$ cat config.mk
export PLATFORM = sky130hd
export DESIGN_NAME = eh2_lsu_dccm_rmw
export DESIGN_NICKNAME = d
export VERILOG_FILES = /design/src/rtl/eh2_pkg.sv /design/src/rtl/eh2_lsu_rmw_merge.sv /design/src/rtl/eh2_lsu_dccm_rmw.sv
export SDC_FILE = /design/constraint.sdc
export NUM_CORES = 1
export LEC_CHECK = 0
export BUFFER_PORTS_ARGS = -buffer_cell sky130_fd_sc_hd__buf_2
export CAP_MARGIN = 40
export CORE_MARGIN = 1.5
export CORE_UTILIZATION = 55
export CTS_BUF_LIST = sky130_fd_sc_hd__clkbuf_8 sky130_fd_sc_hd__clkbuf_16
export DETAILED_ROUTE_END_ITERATION = 10
export PLACE_DENSITY = 0.94
export SETUP_SLACK_MARGIN = 0.2
export SLEW_MARGIN = 15
export SYNTH_ARGS = -nofsm -noshare
export SYNTH_HDL_FRONTEND = slang
export SYNTH_HIERARCHICAL = 1
export SYNTH_SLANG_ARGS = --single-unit
$ cat constraint.sdc
create_clock -name clk -period 11.6 [get_ports clk]
set_input_delay 2.32 -clock clk [delete_from_list [all_inputs] [get_ports clk]]
set_output_delay 2.32 -clock clk [all_outputs]
set_load 0.05 [all_outputs]
$ cat src/rtl/eh2_pkg.sv
// Shared types and SECDED(39,32) helpers for the LSU DCCM read-modify-write path.
package eh2_pkg;

  typedef enum logic [1:0] {
    RMW_IDLE = 2'd0,
    RMW_RD   = 2'd1,
    RMW_WAIT = 2'd2,
    RMW_WR   = 2'd3
  } rmw_state_e;

  typedef struct packed {
    logic [31:0] data;
    logic        sb_err;
    logic        db_err;
  } ecc_dec_t;

  // Column j of these masks is the Hamming codeword position of data bit j.
  localparam logic [5:0][31:0] ECC_MASK = {
    32'hFC000000, 32'h03FFF800, 32'h03FC07F0,
    32'hE3C3C78E, 32'h9B33366D, 32'h56AAAD5B
  };

  function automatic logic [6:0] rvecc_encode(input logic [31:0] din);
    logic [6:0] ecc;
    ecc = 7'd0;
    for (int i = 0; i < 6; i++) begin
      ecc[i] = ^(din & ECC_MASK[i]);
    end
    ecc[6] = ^{din, ecc[5:0]};
    return ecc;
  endfunction

  function automatic ecc_dec_t rvecc_decode(input logic [38:0] fdata);
    logic [31:0] din;
    logic [6:0]  chk;
    logic [5:0]  pos;
    ecc_dec_t    res;
    din = fdata[31:0];
    chk = 7'd0;
    for (int i = 0; i < 6; i++) begin
      chk[i] = (^(din & ECC_MASK[i])) ^ fdata[32+i];
    end
    chk[6] = ^fdata;
    res.data   = din;
    res.sb_err = chk[6];
    res.db_err = (chk[5:0] != 6'd0) && !chk[6];
    // A syndrome that names a check-bit position leaves the data untouched.
    for (int j = 0; j < 32; j++) begin
      for (int k = 0; k < 6; k++) begin
        pos[k] = ECC_MASK[k][j];
      end
      if (chk[6] && (pos == chk[5:0])) begin
        res.data[j] = ~din[j];
      end else begin
        res.data[j] = din[j];
      end
    end
    return res;
  endfunction

endpackage

$ cat src/rtl/eh2_lsu_rmw_merge.sv
// Combinational datapath: correct the DCCM read word, overlay store bytes, re-encode.
module eh2_lsu_rmw_merge
  import eh2_pkg::*;
(
  input  logic [38:0] rd_fdata,
  input  logic [31:0] st_data,
  input  logic [3:0]  st_byteen,
  output logic [38:0] merged_fdata,
  output logic        sb_err,
  output logic        db_err
);

  ecc_dec_t    dec_s;
  logic [31:0] merged_s;

  // Decode the read word and pick each byte lane from store or memory.
  always_comb begin
    dec_s    = rvecc_decode(rd_fdata);
    merged_s = 32'd0;
    for (int k = 0; k < 4; k++) begin
      if (st_byteen[k]) begin
        merged_s[8*k +: 8] = st_data[8*k +: 8];
      end else begin
        merged_s[8*k +: 8] = dec_s.data[8*k +: 8];
      end
    end
    merged_fdata = {rvecc_encode(merged_s), merged_s};
    sb_err       = dec_s.sb_err;
    db_err       = dec_s.db_err;
  end

endmodule

$ cat src/rtl/eh2_lsu_dccm_rmw.sv
// Store sequencer in front of the DCCM: full words are written directly, sub-word
// stores go through read, correct, merge and write-back.
module eh2_lsu_dccm_rmw
  import eh2_pkg::*;
#(
  parameter int DCCM_BITS         = 16,
  parameter int DATA_WIDTH        = 32,
  parameter int ECC_WIDTH         = 7,
  parameter int FDATA_WIDTH       = 39,
  parameter int LOAD_TO_USE_PLUS1 = 0
) (
  input  logic                   clk,
  input  logic                   rst,
  input  logic                   st_valid,
  output logic                   st_ready,
  input  logic [DCCM_BITS-1:0]   st_addr,
  input  logic [DATA_WIDTH-1:0]  st_data,
  input  logic [3:0]             st_byteen,
  input  logic                   port_blocked,
  output logic                   dccm_wren,
  output logic                   dccm_rden,
  output logic [DCCM_BITS-1:0]   dccm_wr_addr_lo,
  output logic [DCCM_BITS-1:0]   dccm_wr_addr_hi,
  output logic [DCCM_BITS-1:0]   dccm_rd_addr_lo,
  output logic [DCCM_BITS-1:0]   dccm_rd_addr_hi,
  output logic [FDATA_WIDTH-1:0] dccm_wr_data_lo,
  output logic [FDATA_WIDTH-1:0] dccm_wr_data_hi,
  input  logic [FDATA_WIDTH-1:0] dccm_rd_data_lo,
  output logic                   pend_valid,
  output logic [DCCM_BITS-3:0]   pend_addr,
  output logic                   rmw_sb_err,
  output logic                   rmw_db_err
);

  rmw_state_e             state_r, state_s;
  logic [DCCM_BITS-3:0]   addr_r;
  logic [DATA_WIDTH-1:0]  data_r;
  logic [3:0]             byteen_r;
  logic [FDATA_WIDTH-1:0] wr_data_r, wr_data_s, merged_fdata_s;
  logic [ECC_WIDTH-1:0]   st_ecc_s;
  logic pend_valid_r, pend_valid_s, sb_err_r, sb_err_s, db_err_r, db_err_s;
  logic wait_cnt_r, wait_cnt_s, wait_last_s, latch_s, rden_s, wren_s, go_s;
  logic merge_sb_s, merge_db_s, unused_addr_lsb_s;

  assign unused_addr_lsb_s = ^st_addr[1:0];
  assign st_ecc_s          = rvecc_encode(st_data);
  // A port access is only legal when the load pipe is off the port and not in reset.
  assign go_s              = !port_blocked && !rst;
  assign wait_last_s       = (LOAD_TO_USE_PLUS1 == 0) ? 1'b1 : wait_cnt_r;

  eh2_lsu_rmw_merge u_merge (
    .rd_fdata     (dccm_rd_data_lo),
    .st_data      (data_r),
    .st_byteen    (byteen_r),
    .merged_fdata (merged_fdata_s),
    .sb_err       (merge_sb_s),
    .db_err       (merge_db_s)
  );

  // Next-state, port strobes and register updates.
  always_comb begin
    state_s      = state_r;
    wr_data_s    = wr_data_r;
    pend_valid_s = pend_valid_r;
    sb_err_s     = 1'b0;
    db_err_s     = 1'b0;
    wait_cnt_s   = 1'b0;
    latch_s      = 1'b0;
    rden_s       = 1'b0;
    wren_s       = 1'b0;
    case (state_r)
      RMW_IDLE: begin
        if (st_valid) begin
          latch_s      = 1'b1;
          pend_valid_s = 1'b1;
          if (st_byteen == 4'hF) begin
            wr_data_s = {st_ecc_s, st_data};
            state_s   = RMW_WR;
          end else begin
            state_s   = RMW_RD;
          end
        end else begin
          state_s = RMW_IDLE;
        end
      end
      RMW_RD: begin
        if (go_s) begin
          rden_s  = 1'b1;
          state_s = RMW_WAIT;
        end else begin
          state_s = RMW_RD;
        end
      end
      RMW_WAIT: begin
        if (!wait_last_s) begin
          wait_cnt_s = 1'b1;
        end else if (merge_db_s) begin
          db_err_s     = 1'b1;
          pend_valid_s = 1'b0;
          state_s      = RMW_IDLE;
        end else begin
          sb_err_s  = merge_sb_s;
          wr_data_s = merged_fdata_s;
          state_s   = RMW_WR;
        end
      end
      RMW_WR: begin
        if (go_s) begin
          wren_s       = 1'b1;
          pend_valid_s = 1'b0;
          state_s      = RMW_IDLE;
        end else begin
          state_s = RMW_WR;
        end
      end
      default: begin
        pend_valid_s = 1'b0;
        state_s      = RMW_IDLE;
      end
    endcase
  end

  // Sequencer state, latched request and write-data registers.
  always_ff @(posedge clk) begin
    if (rst) begin
      state_r      <= RMW_IDLE;
      addr_r       <= '0;
      data_r       <= '0;
      byteen_r     <= 4'd0;
      wr_data_r    <= '0;
      pend_valid_r <= 1'b0;
      sb_err_r     <= 1'b0;
      db_err_r     <= 1'b0;
      wait_cnt_r   <= 1'b0;
    end else begin
      state_r      <= state_s;
      wr_data_r    <= wr_data_s;
      pend_valid_r <= pend_valid_s;
      sb_err_r     <= sb_err_s;
      db_err_r     <= db_err_s;
      wait_cnt_r   <= wait_cnt_s;
      if (latch_s) begin
        addr_r   <= st_addr[DCCM_BITS-1:2];
        data_r   <= st_data;
        byteen_r <= st_byteen;
      end
    end
  end

  assign st_ready        = (state_r == RMW_IDLE);
  assign dccm_rden       = rden_s;
  assign dccm_wren       = wren_s;
  assign dccm_rd_addr_lo = {addr_r, 2'b00};
  assign dccm_rd_addr_hi = {addr_r, 2'b00};
  assign dccm_wr_addr_lo = {addr_r, 2'b00};
  assign dccm_wr_addr_hi = {addr_r, 2'b00};
  assign dccm_wr_data_lo = wr_data_r;
  assign dccm_wr_data_hi = wr_data_r;
  assign pend_valid      = pend_valid_r;
  assign pend_addr       = addr_r;
  assign rmw_sb_err      = sb_err_r;
  assign rmw_db_err      = db_err_r;

endmodule
; Word-level counts from Yosys, hierarchy flattened
; Index checks and enable logic that the tools add are counted.
[op_classes]
n_eq_ne = 41
n_reduce_logical = 66
n_mux = 56
bitwise_logic = 39
[op_table]
columns = op, n
row1 = $reduce_xor 32->1, 18
row2 = $mux 39, 3
row3 = $eq 5x6->1 const A, 15
row4 = $pmux 39 s2, 1
row5 = $reduce_xor 38->1, 2
row6 = $eq 4x6->1 const A, 7
row7 = $mux 1, 41
row8 = $reduce_xor 39->1, 1
row9 = $eq 6x6->1 const A, 6
row10 = $logic_and 1x1->1, 34
row11 = $not 1->1, 33
row12 = $mux 8, 4
row13 = $eq 3x6->1 const A, 3
row14 = $mux 2, 5
row15 = $ne 2x2->1 const B, 4
row16 = $pmux 2 s4, 1
row17 = $reduce_and 4->1, 2
row18 = $eq 2x6->1 const A, 1
row19 = $reduce_bool 6->1, 1
row20 = $xor 1x1->1, 6
row21 = $eq 2x2->1 const B, 2
row22 = $eq 4x4->1 const B, 1
row23 = $logic_not 1->1, 3
row24 = $pmux 1 s3, 1
row25 = 7 further kinds, 7
[word_totals]
output_inout_bits = 162
input_bits = 95
reg_bits = 94
elab_cells = 210

; Logic depth before layout (Yosys ltp)
; Gate-level depths: netlist of the first run.
[logic_depth]
ltp_word = 10
mapped_depth = 16
mapped_depth_nobuf = 15

; Cells and area by module
; Netlist of the first run, hierarchy kept.
[by_module_without_submodules]
columns = mod, instances, area_each_um2, cells_per_inst, seq_area_each_um2
row1 = eh2_lsu_dccm_rmw, 1, 4984.8, 630, 1881.8
row2 = eh2_lsu_rmw_merge, 1, 2642.5, 286, 0.0

; Worst setup path before layout of the first run
; Ideal clock, no wire load.
[synth_timing]
path_kind = input-to-reg
start = input dccm_rd_data_lo[5]
end = register wr_data_r[38], in the netlist dccm_wr_data_hi[38]
cell_stages = 14
t_required_ns = 11.464
path_slack_ns = 5.615
setup_ns = 0.136
t_arrival_ns = 5.849
path_buffers = 1
path_cell_list = xor3_1 xnor2_2 xnor3_1 nor3_1 buf_4 o211ai_1 xnor2_1 mux2i_1 xnor3_1 xnor3_2 xnor3_1 xnor3_1 a21oi_1 o32ai_2
[synth_via]
elab_chain_cells = 10
[synth_rtl]
columns = item, line_no
row1 = from (decl), eh2_lsu_dccm_rmw.sv:28  ; input logic [FDATA_WIDTH-1:0] dccm_rd_data_lo,
row2 = $reduce_xor 32->1, eh2_pkg.sv:41  ; chk[i] = (^(din & ECC_MASK[i])) ^ fdata[32+i];
row3 = $xor 1x1->1, eh2_pkg.sv:41
row4 = $eq 2x6->1 (tied with other cells), eh2_pkg.sv:52  ; if (chk[6] && (pos == chk[5:0])) begin
row5 = $logic_and 1x1->1, eh2_pkg.sv:52
row6 = $mux 1, eh2_pkg.sv:52
row7 = $mux 8, eh2_lsu_rmw_merge.sv:21  ; if (st_byteen[k]) begin
row8 = $reduce_xor 32->1, eh2_pkg.sv:27  ; ecc[i] = ^(din & ECC_MASK[i]);
row9 = $reduce_xor 38->1 *, eh2_pkg.sv:29  ; ecc[6] = ^{din, ecc[5:0]};
row10 = net merged_fdata_s[38], eh2_lsu_dccm_rmw.sv:39  ; logic [FDATA_WIDTH-1:0] wr_data_r, wr_data_s, merged_fdata_s;
row11 = $mux 39 *, eh2_lsu_dccm_rmw.sv:97  ; end else if (merge_db_s) begin
row12 = $pmux 39 s2 *, eh2_lsu_dccm_rmw.sv:71  ; case (state_r)
row13 = to (signal assigned), eh2_lsu_dccm_rmw.sv:137  ; wr_data_r <= wr_data_s;
row14 = to (decl), eh2_lsu_dccm_rmw.sv:39
; Mark *: on every way through the listed nets, which the timed path passes. The rest lies on a longest branch. The select of a mux whose other input is x is not followed.
; A chain may end at the register's enable or synchronous reset.

; Worst setup path after layout of the first run
[layout_timing]
start = input dccm_rd_data_lo[1]
end = register wr_data_r[38], in the netlist dccm_wr_data_hi[38]
; The elaborated chain is that of the path after synthesis.

==> qor.csv, run 1 <==
metric;value;unit
status;finished clean;
Peak VDD IR;0.000154;V
clk slew on worst S/H paths;0.06;ns
RR Endpoint;dccm_wr_data_hi[35]$_SDFFE_PP0P_;
TritonCTS clock tree;yes;
worst hold path cell count;2;
number of fill cells;1137;
worst r2r path cells;9;
Final Max Slew Viols;0;
worst skew pair latency;0.35;ns
WL met3;1810;um
RSZ-0062 raised after global routing;no;
antenna-violating nets left;0;
synthesized area;7630;um2
Slowest-stage cell, CP;nor2b_1;
Clock Skew;0.00829;ns
M1 WL;8880;um
initial core utilization;56.9;%
Layout area overhead;12.4;%
Critical Path RT;11.82;ns
Syn Area/Cell;8.33;um2
total number of vias;6921;
HP Start;data_r[20]$_SDFFE_PP0P_;
chip width;121;um
DP HPWL;17000;um
Slew HR;52.6;%
FMAX;151;MHz
Storage cell area;1880;um2
setup_tns;0;ns
multi-input combinational cell area;4810;um2
met2 wire length;10300;um
nature of the critical path startpoint;primary input;
library cells used by synthesis;47;
max-cap viol count;0;
Worst path max stage delay;0.60;ns
Worst Tran Pin Value;0.710;ns
Clock Sink Count;94;
final core utilization;63.9;%
WHS Endpoint;data_r[20]$_SDFFE_PP0P_;
Die ar.;14600;um2
mean routed wirelength per cell;18.0;um
CP Capture Type;register;
initial antenna violation count;3;
sequential area share after synthesis;24.7;%
Ys Warns;6;
Post-CTS Hold Fix Bufs;0;
CP arrival;6.84;ns
post-CTS setup buffer count;0;
nets@finish;1136;
num ports;257;
Synth Flop Type;dfxtp_1;
port buffer count;246;
number of global-route vias before repair;6385;
Num CTS Buffers;9;
flop2flop setup slack;8.37;ns
grt total ovfl;0;
Routed WL;22000;um
synthesis-stage register bit count;94;
mean number of vias per cell;5.65;
final hold vios;0;
Die Y;121;um
DRT Pass-1 Iters;5;
worst r2r src;byteen_r[2]$_SDFFE_PP0P_;
Setup Crit Path Kind;in2reg;
FFs w/ async S/R, synth;0;%
Power Density;281;nW/um2
Detailed Route Iter0 Violations;722;
share of layout cells above drive strength 1;27.9;%
CTS max path bufs;2;
crit-path cells;buf_2, xnor3_1, xnor3_1, xnor3_1, nor2b_1, o211ai_1, xnor2_1, mux2i_1, xor2_1, xnor3_2, xnor3_1, xnor3_1, a21oi_1, o32ai_2;
fin crit share;57.0;%
Leakage;3.96;nW
largest net degree at the start of global routing;62;
GRT Util Overall;29.7;%
CTS H-Tree Depth;3;
crit path time final;6.61;ns
site row count;42;
# DRC;0;
Max Fanout on Critical Path;11;
Clk Tree Root Cell;clkbuf_16;
final setup fails;0;
Resized cells post-CTS;0;
Hold Crit Class;reg2reg;
Syn Inst Count;916;
RePlAce Congestion;0.942;
Post-synth EDFFs;0;
Core Area;13400;um2
CP most frequent cell;xnor3_1;
first-pass GRT wire length;33700;um
highest metal used;met5;
[kinds of logic (layout without fill, tap and decap cells)]
family	after synthesis	count (layout)	share of synthesized area (%)
flops	94	94	24.7
simple gates	288	288	15.7
buf+inv	157	280	12.9
mux	10	10	1.33
other cells	1	11	0.0492
xor+xnor	202	202	30.6
compound gates	164	164	14.7
[worst max-delay path: cells and delay by family]
family | cells | cell delay [ns]
buffers and inverters | 1 | 0.14
xor gates and xnor gates | 8 | 2.90
and+or+nand+nor | 1 | 0.60
muxes | 1 | 0.37
AOI/OAI and AO/OA | 3 | 0.49
[where the power goes]
| group | switching, mW | internal, mW |
|---|---|---|
| registers | 0.0680 | 0.398 |
| logic | 1.09 | 0.554 |
| clock network | 0.123 | 0.177 |
| total | 1.28 | 1.13 |
[worst max path at each step]
stage                     cells after the start                from                          endpoint
after global routing                         14  dccm_rd_data_lo[1]  dccm_wr_data_hi[38]$_SDFFE_PP0P_
after CTS                                    14  dccm_rd_data_lo[1]  dccm_wr_data_hi[38]$_SDFFE_PP0P_
final                                        14  dccm_rd_data_lo[1]  dccm_wr_data_hi[38]$_SDFFE_PP0P_
after floorplan                              14  dccm_rd_data_lo[5]  dccm_wr_data_hi[38]$_SDFFE_PP0P_
after global placement                       14  dccm_rd_data_lo[5]  dccm_wr_data_hi[38]$_SDFFE_PP0P_
after detailed placement                     14  dccm_rd_data_lo[1]  dccm_wr_data_hi[38]$_SDFFE_PP0P_
[area by class of cell]
cell class | instances | share of cell area [%]
multi-input cells | 672 | 56.1
flip-flops and latches | 94 | 22.0
repair buffers | 255 | 15.4
clock buffers | 11 | 2.95
well taps | 176 | 2.57
clock inverters | 5 | 0.569
inverters | 9 | 0.394
diodes | 3 | 0.0876
[per-layer routing]
metal	vias up	global-route usage [%]
li1	3229	-
met1	3253	39.0
met2	365	47.4
met3	72	4.91
met4	2	14.6
met5	-	0
[registers in the layout (all words and copies together), names as in the netlist]
| name | flops |
|---|---|
| data_r | 32 |
| pend_addr | 14 |
| rmw_sb_err | 1 |
| pend_valid | 1 |
| rmw_db_err | 1 |
| state_r | 2 |
| dccm_wr_data_hi | 39 |
| byteen_r | 4 |
[through the flow]
stage / power, mW / area, um2 / instances / hold slack, ns / worst slack, ns
floorplan: 1.84 / 7650 / 923 / 0.433 / 5.62
global placement: 2.06 / 8230 / 1204 / 0.442 / 4.48
detailed placement: 2.10 / 8260 / 1206 / 0.448 / 4.79
CTS: 2.40 / 8560 / 1222 / 0.457 / 5.12
global route: 2.53 / 8560 / 1223 / 0.469 / 4.82
finish: 2.41 / 8570 / 1225 / 0.457 / 4.99
[synth_stat cells (all sizes together), types with 2 or more instances]
cell | number | area share, %
inv | 9 | 0.44
nand2b | 4 | 0.33
xnor3 | 34 | 10
nor2 | 51 | 2.5
o211ai | 19 | 1.9
buf | 106 | 10
or2 | 2 | 0.20
o2111a | 3 | 0.44
xor3 | 4 | 1.2
a21oi | 59 | 3.9
a221o | 4 | 0.52
clkbuf | 42 | 2.1
nor2b | 8 | 0.66
nor3 | 12 | 1.2
o21ai | 24 | 1.7
nand3 | 9 | 0.59
dfxtp | 94 | 25
a311oi | 33 | 3.8
nand2 | 196 | 9.6
a211o | 2 | 0.23
xor2 | 42 | 4.8
a211oi | 14 | 1.4
xnor2 | 122 | 15
mux2i | 9 | 1.2
[cell usage in the layout, fill, tap and decap left out, types with 2 or more instances in the layout]
cell type / instances
clkinv_2: 3
xor2_1: 42
o21ai_2: 3
inv_1: 10
a21oi_1: 59
o21ai_1: 14
dfxtp_1: 94
conb_1: 8
nor3_1: 7
mux2i_1: 9
a221o_1: 4
a311oi_1: 33
xnor2_2: 5
nor3_2: 4
buf_2: 247
nor2b_1: 7
xnor2_1: 117
xor3_1: 4
nand3_1: 9
a211oi_1: 13
clkbuf_8: 2
xnor3_1: 33
diode_2: 3
clkbuf_16: 9
o211ai_1: 19
a211o_1: 2
o21ai_0: 6
nand2b_1: 4
buf_4: 7
nor2_1: 51
nand2_1: 196
o2111a_1: 3
Note: power is estimated with default switching activity, not from simulation.
==> run 2, diff against run 1 <==
Settings changed: ABC_AREA set to 1, CORE_UTILIZATION 55 to 51, PLACE_DENSITY 0.94 to 0.87.
Clock period 11.6 ns to 6 ns, I/O delays scaled along.
==> run 2 against run 1 <==
Non-clock buffer count fell by 4. Wire length rose by 51%. Total power rose by 63%. Global-route usage fell by 0.52 points. First-iteration DRC count rose by 26%. Register-to-register slack got worse by 5.4 ns. Clock power rose by 92%. Synthesized cell count rose by 130%. Count of clock-buffer cells in the layout fell by 1. Sequential share of layout area fell by 6.1 points. Final area rose by 38%. Clock skew rose by 0.0048 ns. Critical path type unchanged.
==> qor.csv, run 2 <==
metric;value;unit;change
status;finished clean;;unchanged
Buf+Inv Stages, Crit Path;4;;was 1
nature of the critical path startpoint;primary input;;unchanged
antenna-violating nets left;0;;unchanged
CP Capture Type;register;;unchanged
Power Density;332;nW/um2;was 281 nW/um2
most common cell in the synthesized netlist;nand2_1;;unchanged
Crit path max-delay family;simple AND/OR/NAND/NOR gates;;was XOR/XNOR gates
FFs w/ async S/R, synth;0;%;unchanged
final hold vios;0;;unchanged
site row count;53;;was 42
Post-synth EDFFs;0;;unchanged
CTS max path bufs;2;;unchanged
TritonCTS clock tree;yes;;unchanged
max-cap viol count;0;;unchanged
final setup fails;0;;unchanged
clk slew on worst S/H paths;0.07;ns;was 0.06 ns
Synth Area in XOR/XNOR;3.03;%;was 30.6%
leading cell type in the layout, fill and taps excluded;nand2_1;;was buf_2
largest net degree at the start of global routing;84;;was 62
Critical Path RT;6.29;ns;was 11.82 ns
CP most frequent cell;nand2_1;;was xnor3_1
library cells used by synthesis;36;;was 47
first-pass GRT wire length;52500;um;was 33700 um
grt total ovfl;0;;unchanged
Yosys top cell by area;nand2_1;;was dfxtp_1
Detailed Route Iter0 Violations;912;;was 722
Die Y;150;um;was 121 um
Syn Area/Cell;5.27;um2;was 8.33 um2
worst skew pair latency;0.36;ns;was 0.35 ns
Clock Sink Count;94;;unchanged
Setup Crit Path Kind;in2reg;;unchanged
largest cells by area after synthesis;nand2_1 (35%), dfxtp_1 (17%), nand3_1 (9.4%), buf_4 (7.6%), inv_1 (4.7%);;was dfxtp_1 (25%), xnor2_1 (13%), buf_4 (10%), xnor3_1 (9.7%), nand2_1 (9.6%)
DP HPWL;27000;um;was 17000 um
port buffer count;246;;unchanged
fin crit share;78.7;%;
max reg flops;39;;unchanged
Post-synth top cells;nand2_1 (1014), nand3_1 (207), inv_1 (137);;was nand2_1 (196), xnor2_1 (117), buf_4 (105)
Peak VDD IR;0.000190;V;was 0.000154 V
synthesized area;11000;um2;was 7630 um2
synthesis-stage register bit count;94;;unchanged
Routed WL;33300;um;was 22000 um
GRT Util Overall;29.2;%;was 29.7%
initial core utilization;52.0;%;was 56.9%
Worst path max stage delay;0.52;ns;was 0.60 ns
# DRC;0;;unchanged
Clock Skew;0.0131;ns;was 0.00829 ns
worst r2r path cells;23;;was 9
sequential area share after synthesis;17.1;%;was 24.7%
Hold Crit Class;reg2reg;;unchanged
Slew HR;51.6;%;was 52.6%
Worst Tran Pin Value;0.725;ns;was 0.710 ns
Max Fanout on Critical Path;32;;was 11
Post-Layout Inst Area;11800;um2;was 8570 um2
FMAX;212;MHz;
post-CTS setup buffer count;0;;unchanged
complex-gate fraction of the synthesized area;8.85;%;was 14.7%
share of the synthesized area in the top cell type;34.7;%;was 24.7%
Resized cells post-CTS;0;;unchanged
Num CTS Buffers;9;;unchanged
setup_tns;0;ns;unchanged
Die ar.;22400;um2;was 14600 um2
Synth Flop Type;dfxtp_1;;unchanged
Slowest-stage cell, CP;nor2_4;;was nor2b_1
DP Area;11500;um2;was 8260 um2
mean routed wirelength per cell;13.5;um;was 18.0 um
chip width;150;um;was 121 um
total number of vias;12987;;was 6921
Final Max Slew Viols;0;;unchanged
mean number of vias per cell;5.26;;was 5.65
Layout area overhead;7.87;%;was 12.4%
share of layout cells above drive strength 1;19.8;%;was 27.9%
worst hold path cell count;2;;unchanged
number of global-route vias before repair;11317;;was 6385
antenna cells;0;;was 3
Synth Area in Adders;0;%;unchanged
Core Area;21100;um2;was 13400 um2
Ys Warns;6;;unchanged
RSZ-0062 raised after global routing;no;;unchanged
CP arrival;5.01;ns;was 6.84 ns
Syn Inst Count;2082;;was 916
CTS H-Tree Depth;3;;unchanged
nets@finish;2283;;was 1136
initial antenna violation count;0;;was 3
crit path time final;4.72;ns;
number of cells on the critical path;38;;was 14
Leakage;7.17;nW;was 3.96 nW
Post-CTS Hold Fix Bufs;0;;unchanged
post-synthesis simple-gate area fraction;54.7;%;was 15.7%
num ports;257;;unchanged
RePlAce Congestion;0.948;;was 0.942
multiplexer share of the synthesized area;0;%;was 1.33%
DRT Pass-1 Iters;5;;unchanged
most frequent cells in the layout;nand2_1 (1014), buf_2 (246), nand3_1 (207);;was buf_2 (247), nand2_1 (196), xnor2_1 (117)
Clk Tree Root Cell;clkbuf_16;;unchanged
combinational family with the most area after synthesis;simple AND/OR/NAND/NOR gates;;was XOR/XNOR gates
-- run 2: power breakdown --
group | internal, mW | switching [mW]
Sequential | 0.727 | 0.0988
Combinational | 0.666 | 1.86
Clock | 0.300 | 0.277
-- run 2: worst paths after layout --
path / startpoint / end / slack (ns)
max: dccm_rd_data_lo[28] / dccm_wr_data_hi[38]$_SDFFE_PP0P_ / 1.28
min: pend_valid$_SDFFE_PP0P_ / pend_valid$_SDFFE_PP0P_ / 0.46
max reg2reg: byteen_r[2]$_SDFFE_PP0P_ / dccm_wr_data_hi[38]$_SDFFE_PP0P_ / 2.96
min reg2reg: pend_valid$_SDFFE_PP0P_ / pend_valid$_SDFFE_PP0P_ / 0.46
-- run 2: layout make-up --
type	instances	area [um2]
Inverter	184	693
Clock buffer	10	239
Sequential cell	94	1880
Fill cell	2167	9250
Timing Repair Buffer	251	1290
Clock inverter	6	53.8
Multi-Input combinational cell	1648	7340
Tap cell	275	344
-- run 2: through the flow --
stage / setup WS (ns) / power (mW) / std cells / hold slack [ns] / util (%)
2_1_floorplan: 2.03 / 2.95 / 2089 / 0.476 / -
3_3_place_gp: 1.16 / 3.26 / 2451 / 0.448 / 54.7
3_5_place_dp: 1.01 / 3.32 / 2452 / 0.452 / 54.8
4_1_cts: 1.37 / 3.90 / 2468 / 0.464 / 56.1
5_1_grt: 0.784 / 4.23 / 2468 / 0.482 / 56.1
6_report: 1.28 / 3.93 / 2468 / 0.464 / 56.1
-- run 2: cells by family after synthesis --
group / Yosys count
buffers and inverters: 347
and+or+nand+nor: 1423
xor gates and xnor gates: 38
other: 1
DFF: 94
AOI/OAI and AO/OA: 179
-- run 2: per-layer routing --
| metal | track usage, % | vias up | share of wire (%) |
|---|---|---|---|
| li1 | - | 6591 | - |
| met1 | 34.1 | 5753 | 40 |
| met2 | 52.6 | 555 | 48 |
| met3 | 3.69 | 88 | 7.8 |
| met4 | 13.6 | 0 | 4.2 |
| met5 | 0 | - | 0 |
-- run 2: worst reg2reg max path, stage by stage (launching register included) --
cell and delay (ns):
dfxtp_1 0.53, inv_1 0.38, or2_2 0.39, nand2_2 0.10, inv_2 0.06, nand2_1 0.05
nand2_1 0.12, nand2_1 0.10, nand2_2 0.07, inv_2 0.06, nand3_1 0.08, nand2_1 0.11
nand2_1 0.08, nand2_2 0.08, nand2_1 0.06, nand2_1 0.06, nand2_1 0.07, nand2_1 0.07
nand2_1 0.05, nand2_1 0.05, nor2_1 0.04, nor2_1 0.12, nand2_1 0.11, a21oi_2 0.13
==> run 3, diff against run 2 <==
Settings changed: CORE_UTILIZATION 51 to 55, PLACE_DENSITY 0.87 to 0.89.
Clock period 6 ns to 4.7 ns, I/O delays scaled along.
==> run 3 against run 2 <==
Sequential power rose by 28%. Count of clock-buffer cells in the layout fell by 1. Sequential cell count did not move. Worst hold slack improved by 0.0040 ns. Critical path type unchanged. Highest routed layer unchanged.
==> qor.csv, run 3 (synthesis gave the netlist of run 2 again) <==
metric;value;unit;change
number of cells on the critical path;40;;was 38
GR Layer Usage met1;36.4;%;was 34.1%
Slew HR;50.5;%;was 51.6%
Worst Tran Pin Value;0.741;ns;was 0.725 ns
Final Max Slew Viols;0;;unchanged
Inst Count DP;2445;;was 2452
Die Y;144;um;was 150 um
num ports;257;;unchanged
chip width;144;um;was 150 um
Clock Sink Count;94;;unchanged
CP Capture Point;dccm_wr_data_hi[38]$_SDFFE_PP0P_;;unchanged
met2 GRT Util;56.9;%;was 52.6%
RePlAce Congestion;0.943;;was 0.948
site row count;51;;was 53
FMAX;241;MHz;
Hold Crit Class;reg2reg;;unchanged
Clk Tree Root Cell;clkbuf_16;;unchanged
Setup Crit Path Kind;in2reg;;unchanged
GRT Util Overall;31.4;%;was 29.2%
number of fill cells;1978;;was 2167
clk slew on worst S/H paths;0.08;ns;was 0.07 ns
Max Fanout on Critical Path;16;;was 32
CTS H-Tree Depth;3;;unchanged
CP most frequent cell;nand2_1;;unchanged
Leakage;7.29;nW;was 7.17 nW
Detailed Route Iter0 Violations;923;;was 912
total number of vias;13075;;was 13.0k
nature of the critical path startpoint;primary input;;unchanged
Power Density;429;nW/um2;was 332 nW/um2
mean routed wirelength per cell;13.8;um;was 13.5 um
Routed WL;34000;um;was 33300 um
share of layout cells above drive strength 1;21.5;%;was 19.8%
DP HPWL;27300;um;was 27000 um
worst r2r path cells;23;;unchanged
Crit path max-delay family;simple AND/OR/NAND/NOR gates;;unchanged
Num CTS Buffers;9;;unchanged
final core utilization;62.2;%;was 56.1%
Sequential Power Share;20.3;%;was 21.0%
Finished Layout Cells;2469;;was 2468
most frequent cells in the layout;nand2_1 (998), buf_2 (242), nand3_1 (206);;was nand2_1 (1014), buf_2 (246), nand3_1 (207)
mean number of vias per cell;5.30;;was 5.26
logic gate share of total power;64.5;%;was 64.3%
Overall Power;5.21;mW;was 3.93 mW
worst r2r src;byteen_r[2]$_SDFFE_PP0P_;;unchanged
number of global-route vias before repair;10968;;was 11.3k
Slowest-stage cell, CP;nor2_4;;unchanged
nets@finish;2294;;was 2283
antenna cells;0;;unchanged
crit path time final;4.16;ns;
flop2flop setup slack;1.73;ns;was 2.96 ns
initial antenna violation count;0;;unchanged
net switching power;2.94;mW;was 2.24 mW
fin crit share;88.4;%;
RR Endpoint;dccm_wr_data_hi[38]$_SDFFE_PP0P_;;unchanged
max-cap viol count;0;;unchanged
GRT met3 Usage;4.07;%;was 3.69%
# DRC;0;;unchanged
port buffer count;246;;unchanged
CP Capture Type;register;;unchanged
RSZ-0062 raised after global routing;no;;unchanged
largest net degree at the start of global routing;84;;unchanged
final setup fails;0;;unchanged
max reg flops;39;;unchanged
Layout area overhead;10.6;%;was 7.87%
Cell Int Power;2.27;mW;was 1.69 mW
CTS max path bufs;2;;unchanged
Peak VDD IR;0.000294;V;was 0.000190 V
Core Area;19500;um2;was 21100 um2
Clock Skew;0.00847;ns;was 0.0131 ns
CP arrival;4.46;ns;was 5.01 ns
Die ar.;20800;um2;was 22400 um2
Switching Fraction;56.4;%;was 56.9%
DRT Pass-1 Iters;6;;was 5
Critical Path RT;5.00;ns;was 6.29 ns
first-pass GRT wire length;51400;um;was 52500 um
global routing's busiest layer;met2;;unchanged
setup_tns;0;ns;unchanged
Critical path origin;dccm_rd_data_lo[3];;was dccm_rd_data_lo[28]
initial core utilization;56.2;%;was 52.0%
Worst path max stage delay;0.17;ns;was 0.52 ns
grt total ovfl;0;;unchanged
Clock Power Share;15.2;%;was 14.7%
Post-CTS Hold Fix Bufs;0;;unchanged
worst skew pair latency;0.36;ns;about the same
leading cell type in the layout, fill and taps excluded;nand2_1;;unchanged
status;finished clean;;unchanged
TritonCTS clock tree;yes;;unchanged
Buf+Inv Stages, Crit Path;6;;was 4
antenna-violating nets left;0;;unchanged
final hold vios;0;;unchanged
Hold Slack;0.468;ns;was 0.464 ns
[run 3: power by group through the flow]
stage | logic, mW | registers (mW) | clock network, mW
floorplan | 2.48 | 1.29 | 0
global placement | 3.12 | 1.07 | 0
detailed placement | 3.20 | 1.07 | 0
CTS | 3.21 | 1.06 | 0.798
global route | 3.68 | 1.07 | 0.831
finish | 3.36 | 1.06 | 0.793
[run 3: through the flow]
stage	worst slack [ns]	area, um2
finish	0.543	12100
global route	0.158	12100
CTS	0.466	11900
detailed placement	0.110	11600
global placement	0.231	11600
floorplan	0.985	11000
[run 3: how the worst min path moves through the flow]
stage | from | to | slack, ns | depth (start not counted)
2_1_floorplan | byteen_r[3]$_SDFFE_PP0P_ | byteen_r[3]$_SDFFE_PP0P_ | 0.48 | 2
3_3_place_gp | pend_valid$_SDFFE_PP0P_ | pend_valid$_SDFFE_PP0P_ | 0.45 | 2
3_5_place_dp | pend_valid$_SDFFE_PP0P_ | pend_valid$_SDFFE_PP0P_ | 0.45 | 2
4_1_cts | pend_valid$_SDFFE_PP0P_ | pend_valid$_SDFFE_PP0P_ | 0.47 | 2
5_1_grt | pend_valid$_SDFFE_PP0P_ | pend_valid$_SDFFE_PP0P_ | 0.49 | 2
6_report | pend_valid$_SDFFE_PP0P_ | pend_valid$_SDFFE_PP0P_ | 0.47 | 2
[run 3: layout make-up]
cell class / count / area (um2) / share of cell area, %
Clock buffer: 9 / 225 / 1.85
Clock inverter: 7 / 87.6 / 0.721
Inverter: 184 / 696 / 5.73
Multi-Input combinational cell: 1649 / 7490 / 61.7
Sequential cell: 94 / 1880 / 15.5
Tap cell: 265 / 332 / 2.73
Timing Repair Buffer: 261 / 1430 / 11.8
[run 3: repair_timing]
action / CTS / global route
setup buffers: 0 / 6
resized for setup: 0 / 48
setup endpoints to repair: 0 / 1
hold endpoints to repair: 0 / 0
[run 3: worst reg2reg max path, stage by stage, from the launching register on]
cell and delay, ns:
dfxtp_1 0.52, inv_1 0.36, or2_2 0.39, nand2_2 0.13
inv_2 0.09, nand2_2 0.07, nand2_2 0.06, nand2_1 0.08
nand2_2 0.08, inv_2 0.06, nand3_1 0.07, nand2_1 0.11
nand2_1 0.08, nand2_2 0.08, nand2_1 0.05, nand2_1 0.05
nand2_1 0.06, nand2_1 0.07, nand2_1 0.05, nand2_1 0.05
nor2_1 0.04, nor2_1 0.12, nand2_1 0.12, a21oi_2 0.13
[run 3: metal layers]
metal	up-vias	share of wire, %
met4	0	4.4
met3	87	7.6
met1	5823	39
met2	542	49
li1	6623	-
met5	-	0
